<file path="src/rtl/tenkey_scan.sv">
// Ten-key front-end: synchronises, debounces and de-duplicates raw key lines into one-hot strobes.
// Define TENKEY_AUTOREPEAT_EN to add periodic repeat strobes while a key stays held.
module tenkey_scan #(
   parameter int DEBOUNCE_CYCLES = 4,
   parameter int REPEAT_CYCLES   = 16
) (
   input  logic       clk,
   input  logic       rst_n,
   input  logic [9:0] sw,
   output logic [9:0] tenkey,
   output logic [3:0] key_code,
   output logic       busy,
   output logic       multi_err
);

   typedef enum logic [1:0] {IDLE, DEBOUNCE, PRESSED, RELEASE} state_t;

   localparam logic [7:0] DB_LAST = 8'(DEBOUNCE_CYCLES - 1);

   if (DEBOUNCE_CYCLES < 2 || DEBOUNCE_CYCLES > 255 ||
       REPEAT_CYCLES < 2 || REPEAT_CYCLES > 65535) begin : g_bad_param
      $error("tenkey_scan: parameter out of legal range");
   end

   state_t     state, state_next;
   logic [9:0] s1, s2, cand, cand_next, tenkey_next;
   logic [7:0] cnt, cnt_next;
   logic [3:0] key_code_next;
   logic       one_hot, multi_hot;

   function automatic logic [3:0] encode(input logic [9:0] v);
      logic [3:0] code;
      code = 4'd0;
      for (int i = 0; i < 10; i++) begin
         if (v[i]) code = 4'(i);
      end
      return code;
   endfunction

   // Clearing the lowest set bit leaves something only if two or more bits were set.
   assign multi_hot = (s2 & (s2 - 10'd1)) != 10'd0;
   assign one_hot   = (s2 != 10'd0) && !multi_hot;

   always_ff @(posedge clk or negedge rst_n) begin
      if (!rst_n) begin
         s1 <= '0;
         s2 <= '0;
      end else begin
         s1 <= sw;
         s2 <= s1;
      end
   end

   always_ff @(posedge clk or negedge rst_n) begin
      if (!rst_n) state <= IDLE;
      else        state <= state_next;
   end

   always_comb begin
      state_next = state;
      case (state)
         IDLE:     if (one_hot) state_next = DEBOUNCE;
         DEBOUNCE: begin
            if (s2 != cand)          state_next = IDLE;
            else if (cnt == DB_LAST) state_next = PRESSED;
         end
         PRESSED:  if (s2 == 10'd0) state_next = RELEASE;
         RELEASE: begin
            if (s2 != 10'd0)         state_next = PRESSED;
            else if (cnt == DB_LAST) state_next = IDLE;
         end
         default:  state_next = IDLE;
      endcase
   end

`ifdef TENKEY_AUTOREPEAT_EN
   localparam logic [15:0] REP_LAST = 16'(REPEAT_CYCLES - 1);
   logic [15:0] rep, rep_next;
`endif

   always_comb begin
      cand_next     = cand;
      tenkey_next   = '0;
      key_code_next = key_code;
      cnt_next      = cnt;
      if (state_next != state) begin
         cnt_next = (state_next == DEBOUNCE || state_next == RELEASE) ? 8'd1 : 8'd0;
      end else if (state == DEBOUNCE || state == RELEASE) begin
         cnt_next = (cnt == 8'hFF) ? cnt : cnt + 8'd1;
      end
      if (state == IDLE && one_hot) cand_next = s2;
      if (state == DEBOUNCE && s2 == cand && cnt == DB_LAST) begin
         tenkey_next   = cand;
         key_code_next = encode(cand);
      end
`ifdef TENKEY_AUTOREPEAT_EN
      // Only a steady hold of the accepted key advances the repeat timer.
      rep_next = '0;
      if (state == PRESSED && s2 == cand) begin
         if (rep == REP_LAST) tenkey_next = cand;
         else                 rep_next    = rep + 16'd1;
      end
`endif
   end

   always_ff @(posedge clk or negedge rst_n) begin
      if (!rst_n) begin
         cand      <= '0;
         cnt       <= '0;
         tenkey    <= '0;
         key_code  <= 4'hF;
         busy      <= 1'b0;
         multi_err <= 1'b0;
`ifdef TENKEY_AUTOREPEAT_EN
         rep       <= '0;
`endif
      end else begin
         cand      <= cand_next;
         cnt       <= cnt_next;
         tenkey    <= tenkey_next;
         key_code  <= key_code_next;
         busy      <= (state_next != IDLE);
         multi_err <= (state == IDLE) && multi_hot;
`ifdef TENKEY_AUTOREPEAT_EN
         rep       <= rep_next;
`endif
      end
   end

endmodule

</file>
<file path="config.mk">
export PLATFORM = sky130hd
export DESIGN_NAME = tenkey_scan
export DESIGN_NICKNAME = d
export VERILOG_FILES = /design/src/rtl/tenkey_scan.sv
export SDC_FILE = /design/constraint.sdc
export NUM_CORES = 1
export LEC_CHECK = 0
export ABC_CLOCK_PERIOD_IN_PS = 3300
export CELL_PAD_IN_SITES_DETAIL_PLACEMENT = 1
export CELL_PAD_IN_SITES_GLOBAL_PLACEMENT = 1
export CORE_UTILIZATION = 45
export DETAILED_ROUTE_END_ITERATION = 12
export PLACE_DENSITY_LB_ADDON = 0.08
export SLEW_MARGIN = 15
export SYNTH_ARGS = -nofsm -noshare
export SYNTH_HDL_FRONTEND = slang
export SYNTH_SLANG_ARGS = --single-unit
</file>
<file path="constraint.sdc">
create_clock -name clk -period 3.3 [get_ports clk]
set_input_delay 0.495 -clock clk [delete_from_list [all_inputs] [get_ports clk]]
set_output_delay 0.495 -clock clk [all_outputs]
set_load 0.01 [all_outputs]
</file>
# Word level (Yosys, flattened, before mapping)
# Cells that the tools add are included.
# Widths: inputs -> output; s select.
dict set report word_totals {
  output_inout_bits 16
  regBits 56
}
dict set report classes {
  n_addsub 2
  bitwise 1
  eq_ne 11
  n_mux 21
  n_reduce_logical 15
}
# operator count
set op_table {}
lappend op_table {{$mux 4} 8}
lappend op_table {{$mux 8} 3}
lappend op_table {{$reduce_bool 10->1} 2}
lappend op_table {{$mux 2} 6}
lappend op_table {{$and 10x10->10} 1}
lappend op_table {{$eq 10x10->1} 1}
lappend op_table {{$logic_not 10->1} 1}
lappend op_table {{$mux 10} 1}
lappend op_table {{$ne 10x10->1} 1}
lappend op_table {{$sub 10x1->10 const B} 1}
lappend op_table {{$add 8x1->8 const B} 1}
lappend op_table {{$eq 8x2->1 const B} 1}
lappend op_table {{$eq 8x8->1 const B} 1}
lappend op_table {{$pmux 2 s4} 1}
lappend op_table {{$eq 2x2->1 const B} 3}
lappend op_table {{$logic_and 1x1->1} 5}
lappend op_table {{$eq 2x1->1 const B} 2}
lappend op_table {{$reduce_bool 2->1} 2}
lappend op_table {{$logic_not 2->1} 1}
lappend op_table {{$logic_or 1x1->1} 2}
lappend op_table {{$mux 1} 2}
lappend op_table {{$ne 2x2->1} 1}
lappend op_table {{$ne 2x2->1 const B} 1}
lappend op_table {{$reduce_and 2->1} 1}
lappend op_table {{$logic_not 1->1} 1}

# Depth between registers and ports, before layout
dict set report depth {
  ltp_word 11
  depth_mapped 8
  mapped_depth_nobuf 7
}

# Worst setup path before layout
# OpenSTA, ideal clock, no wires.
dict set report synth_timing {
  path_kind {register -> register}
  startpoint {register s2[5]}
  endpoint {register cand[6]}
  arrival_time_ps 2003
  synth_period_minus_slack_ps 2128
  path_buffers 1
  path_stages_with_launch 7
  slack_ps 1172
  path_cell_list {dfrtp_1 or4_4 and3_1 o31ai_1 nand4b_4 buf_6 mux2_2}
}
dict set report synth_between {
  elab_chain_len 6
}
# item line
set synth_rtl {}
lappend synth_rtl {{from (decl)} 26} ;# logic [9:0] s1, s2, cand, cand_next, tenkey_next;
lappend synth_rtl {{from (signal assigned)} 47} ;# s2 <= '0;
lappend synth_rtl {{from (signal assigned)} 50} ;# s2 <= s1;
lappend synth_rtl {{$sub 10x1->10} 41} ;# assign multi_hot = (s2 & (s2 - 10'd1)) != 10'd0;
lappend synth_rtl {{$and 10x10->10} 41}
lappend synth_rtl {{$reduce_bool 10->1} 41}
lappend synth_rtl {{$logic_not 1->1} 42} ;# assign one_hot = (s2 != 10'd0) && !multi_hot;
lappend synth_rtl {{$logic_and 1x1->1 (*)} 42}
lappend synth_rtl {{$logic_and 1x1->1 (*)} 91} ;# if (state == IDLE && one_hot) cand_next = s2;
lappend synth_rtl {{to (signal assigned)} 118} ;# cand <= cand_next;
lappend synth_rtl {{to (decl)} 26}
# Mark *: on every way between the ends. The rest lies on a longest branch, timed or not.
# A chain may end at the register's enable or synchronous reset.

# Worst setup path in the final report
dict set report layout_timing {
  startpoint {register cnt[0]}
  endpoint {register cnt[2]}
}
dict set report layout_between {
  elab_chain_len 7
}
# item line
set layout_rtl {}
lappend layout_rtl {{from (decl)} 27} ;# logic [7:0] cnt, cnt_next;
lappend layout_rtl {{from (signal assigned)} 119} ;# cnt <= cnt_next;
lappend layout_rtl {{$eq 8x2->1} {65, 70}}
lappend layout_rtl {{$mux 2 (on tied branches)} {70, 65}}
lappend layout_rtl {{$mux 2 (on tied branches)} {69, 64}}
lappend layout_rtl {{$pmux 2 s4} 61} ;# case (state)
lappend layout_rtl {{$ne 2x2->1} 86} ;# if (state_next != state) begin
lappend layout_rtl {{$ne 2x2->1 (no source line) / $reduce_bool 2->1 (equally long branches)} --}
lappend layout_rtl {{$reduce_and 2->1 (no source line)} --}
# Several ways; a longest one is shown, not always the timed one. The select of a mux whose other input is x is not followed.

==> summary.md <==
| Metric | Value |
|---|---|
| Max-slew headroom | `0.562` |
| Post-detailed-route count of antenna-violating nets | `0` |
| Post-Syn Area | `~2400 sq um` |
| Post-route clock skew | `between 0.015 and 0.02 ns` |
| Share of cells above drive strength 1 | `0.156` |
| First-pass DRT Iterations | `4` |
| Final Power | `between 0.001 and 0.0015 W` |
| Syn Inst Count | `195` |
| Post-CTS setup buffers | `0` |
| Clock power share | `0.280` |
| Root Buffer Master | `clkbuf_8` |
| Maximum VDD drop | `0.291 mV` |
| CTS max path bufs | `2` |
| Final min period | `roughly 2.4 ns` |
| Fillers | `562` |
| MaxCap Viol Count | `0` |
| Vias | `1642` |
| RR Startpoint | `cnt[0]` |
| Hold buffer count at CTS | `0` |
| 1st-iter DRT viols | `28` |
| Core box area | `about 5100 sq um` |
| NetSw | `between 0.0003 and 0.0004 W` |
| Nets | `around 240` |
| Req. time, crit path | `3.48 ns` |
| Crit path DAT | `2.63 ns` |
| CP max FO | `12` |
| First-pass GRT wire length | `7820 microns` |
| Ant diodes | `0` |
| Detail-routed via count per cell | `roughly 5.6` |
| Vias in the first global route | `1681` |
| Design Area, Final | `~2800 sq um` |
| Ys async rst share | `1.00` |
| Final period util | `0.742` |
| # rows | `26` |
| Final worst slack | `roughly 0.85 ns` |
| Height of the die | `74.8 microns` |
| Placed inst area | `2720 sq um` |
| Mapped Nets | `around 210` |
| CTS tree | `built` |
| Largest net degree at the start of global routing | `56` |
| Setup TNS | `0 ns` |
| Final setup viols | `0` |
| GR Util All Layers | `0.190` |
| Post-detail-place hpwl | `between 3000 and 4000 microns` |
| Resize count post-CTS | `0` |
| Grt ovf | `0` |
| Clock slew at reported path FFs | `around 0.11 ns` |
| Initial antenna violation count | `0` |
| RSZ-0062 raised after global routing | `no` |
| Skew-Pair Late Insertion Delay | `slightly above 0.3 ns` |
| Layout area overhead | `18.0%` |
| Status | `complete, no violations` |
| DRC viols | `0` |
| Syn avg cell area | `12.2 sq um` |
| Commonest cells after routing, fill and taps aside | `dfrtp_1 (52), clkdlybuf4s50_1 (26), xnor2_1 (13)` |
| Primary FF master, synth | `dfrtp_1` |
| Ys Warns | `0` |
| Power Density | `approximately 500 nW/um^2` |
| Leak Pwr | `~1.2 nW` |
| Die Wd | `around 75 microns` |
| Max-slew violation count | `0` |
| Final hold vios | `0` |
| Initial core utilization | `0.467` |
| Placer Congestion | `around 0.90` |
| Post-synth cell types | `43` |
| Register area share after synthesis | `0.590` |
| Most common cell after layout, fill and taps aside | `dfrtp_1` |
| Least-Margin Pin Slew | `0.656 ns` |
| Share of power burned in registers | `0.592` |
| Worst R2R Path Depth | `8` |
| WS Path Type | `flop to flop` |
| Seq cells post-synth | `56` |
| H-tree depth | `2` |
| EDFF count, synth | `0` |
| DRT Wirelength | `about 4800 microns` |
| Class of the worst hold path | `primary input to async pin` |
| IO Port Bufs | `27` |
| Setup slack on the worst flop-to-flop path | `between 0.8 and 0.9 ns` |
| Comb pwr share | `0.128` |
| Total I/O pin count | `28` |
| Crit. Startpoint | `cnt[0]` |
| Switching share of power | `0.267` |
| Crit start category | `flop` |
| # clock sinks | `56` |
| P_int | `~0.001 W` |
| Die Area | `approximately 5600 sq um` |
| Fmax achieved | `a little over 400 MHz` |
| Wire per inst | `roughly 16 microns` |
| Crit path capture type | `flop` |
| CTS Buf Count | `5` |
| Setup Slack @ Placement | `about 0.9 ns` |
[critical path: stages, from the launching register on]
cell,delay [ns]
dfrtp_1,0.42
ha_1,0.30
or4b_1,0.47
nor4_1,0.25
buf_4,0.24
nand2_1,0.08
o21ai_2,0.18
and2_4,0.28
o21ai_0,0.13
[per-stage QoR]
stage               cells  hold slack (ns)   util
floorplan             195            0.199      -
global placement      287            0.332  0.532
detailed placement    287            0.336  0.532
CTS                   295            0.358  0.550
global route          295            0.238  0.551
finish                295            0.192  0.551
[cells by family after synthesis]
logic type | count (synthesis) | synth area share
flops | 56 | 0.590
xor+xnor | 13 | 0.0477
compound gates | 31 | 0.0860
buf+inv | 14 | 0.0283
simple gates | 64 | 0.169
mux | 13 | 0.0609
fa+ha+maj | 4 | 0.0178
[layer usage]
layer / GRT usage / wire [microns] / part of all wire
met1: 0.231 / 2170 / 0.45
met2: 0.333 / 2480 / 0.51
met3: 0.0415 / 127 / 0.026
met4: 0.0650 / 53 / 0.011
met5: 0 / 0 / 0
[layout make-up]
type	count	area, sq um	share of cell area
sequential	56	1410	0.500
clock buffer	6	82.6	0.0293
clock inverter	2	13.8	0.00489
timing repair buffer	30	290	0.103
multi-input combinational	125	911	0.324
inverter	6	22.5	0.00800
tap	70	87.6	0.0311
[power groups by stage]
| stage | logic (W) | clock network, W | registers, W |
|---|---|---|---|
| global route | 0.000196 | 0.000419 | 0.000827 |
| floorplan | 0.000128 | 0 | 0.000803 |
| CTS | 0.000180 | 0.000395 | 0.000817 |
| global placement | 0.000173 | 0 | 0.000823 |
| finish | 0.000176 | 0.000387 | 0.000818 |
| detailed placement | 0.000178 | 0 | 0.000830 |
[sequential cells by signal (all words and copies together) (netlist names)]
register	count
busy	1
key_code	4
cnt	8
cand	10
state	2
s2	10
s1	10
multi_err	1
tenkey	10
[cell usage after synthesis, types with 2 or more instances]
cell / number / area share
a21oi_1: 6 / 0.013
and2_1: 2 / 0.0052
and3_1: 12 / 0.031
buf_6: 2 / 0.0094
clkbuf_1: 6 / 0.0094
dfrtp_1: 52 / 0.55
dfstp_2: 4 / 0.044
inv_1: 6 / 0.0094
maj3_1: 3 / 0.013
mux2_2: 12 / 0.057
nand2_1: 11 / 0.017
nand3_1: 5 / 0.010
nand4_1: 4 / 0.010
nand4b_1: 7 / 0.026
nor2_1: 6 / 0.0094
nor3_1: 3 / 0.0063
nor4_1: 3 / 0.0079
o211ai_1: 2 / 0.0063
o21a_1: 2 / 0.0063
o21ai_0: 8 / 0.017
o21ai_1: 2 / 0.0042
o21bai_1: 2 / 0.0063
o31ai_1: 2 / 0.0063
or4_4: 2 / 0.0094
xnor2_1: 13 / 0.048
[path summary, 6_finish.rpt]
kind,endpoint
worst max-delay path,cnt[2]
worst min-delay path,tenkey[1]
worst max register to register,cnt[2]
worst min register to register,s2[4]
max in group asynchronous,key_code[3]
min in group clk,s2[4]
(Power assumes the default switching activity.)
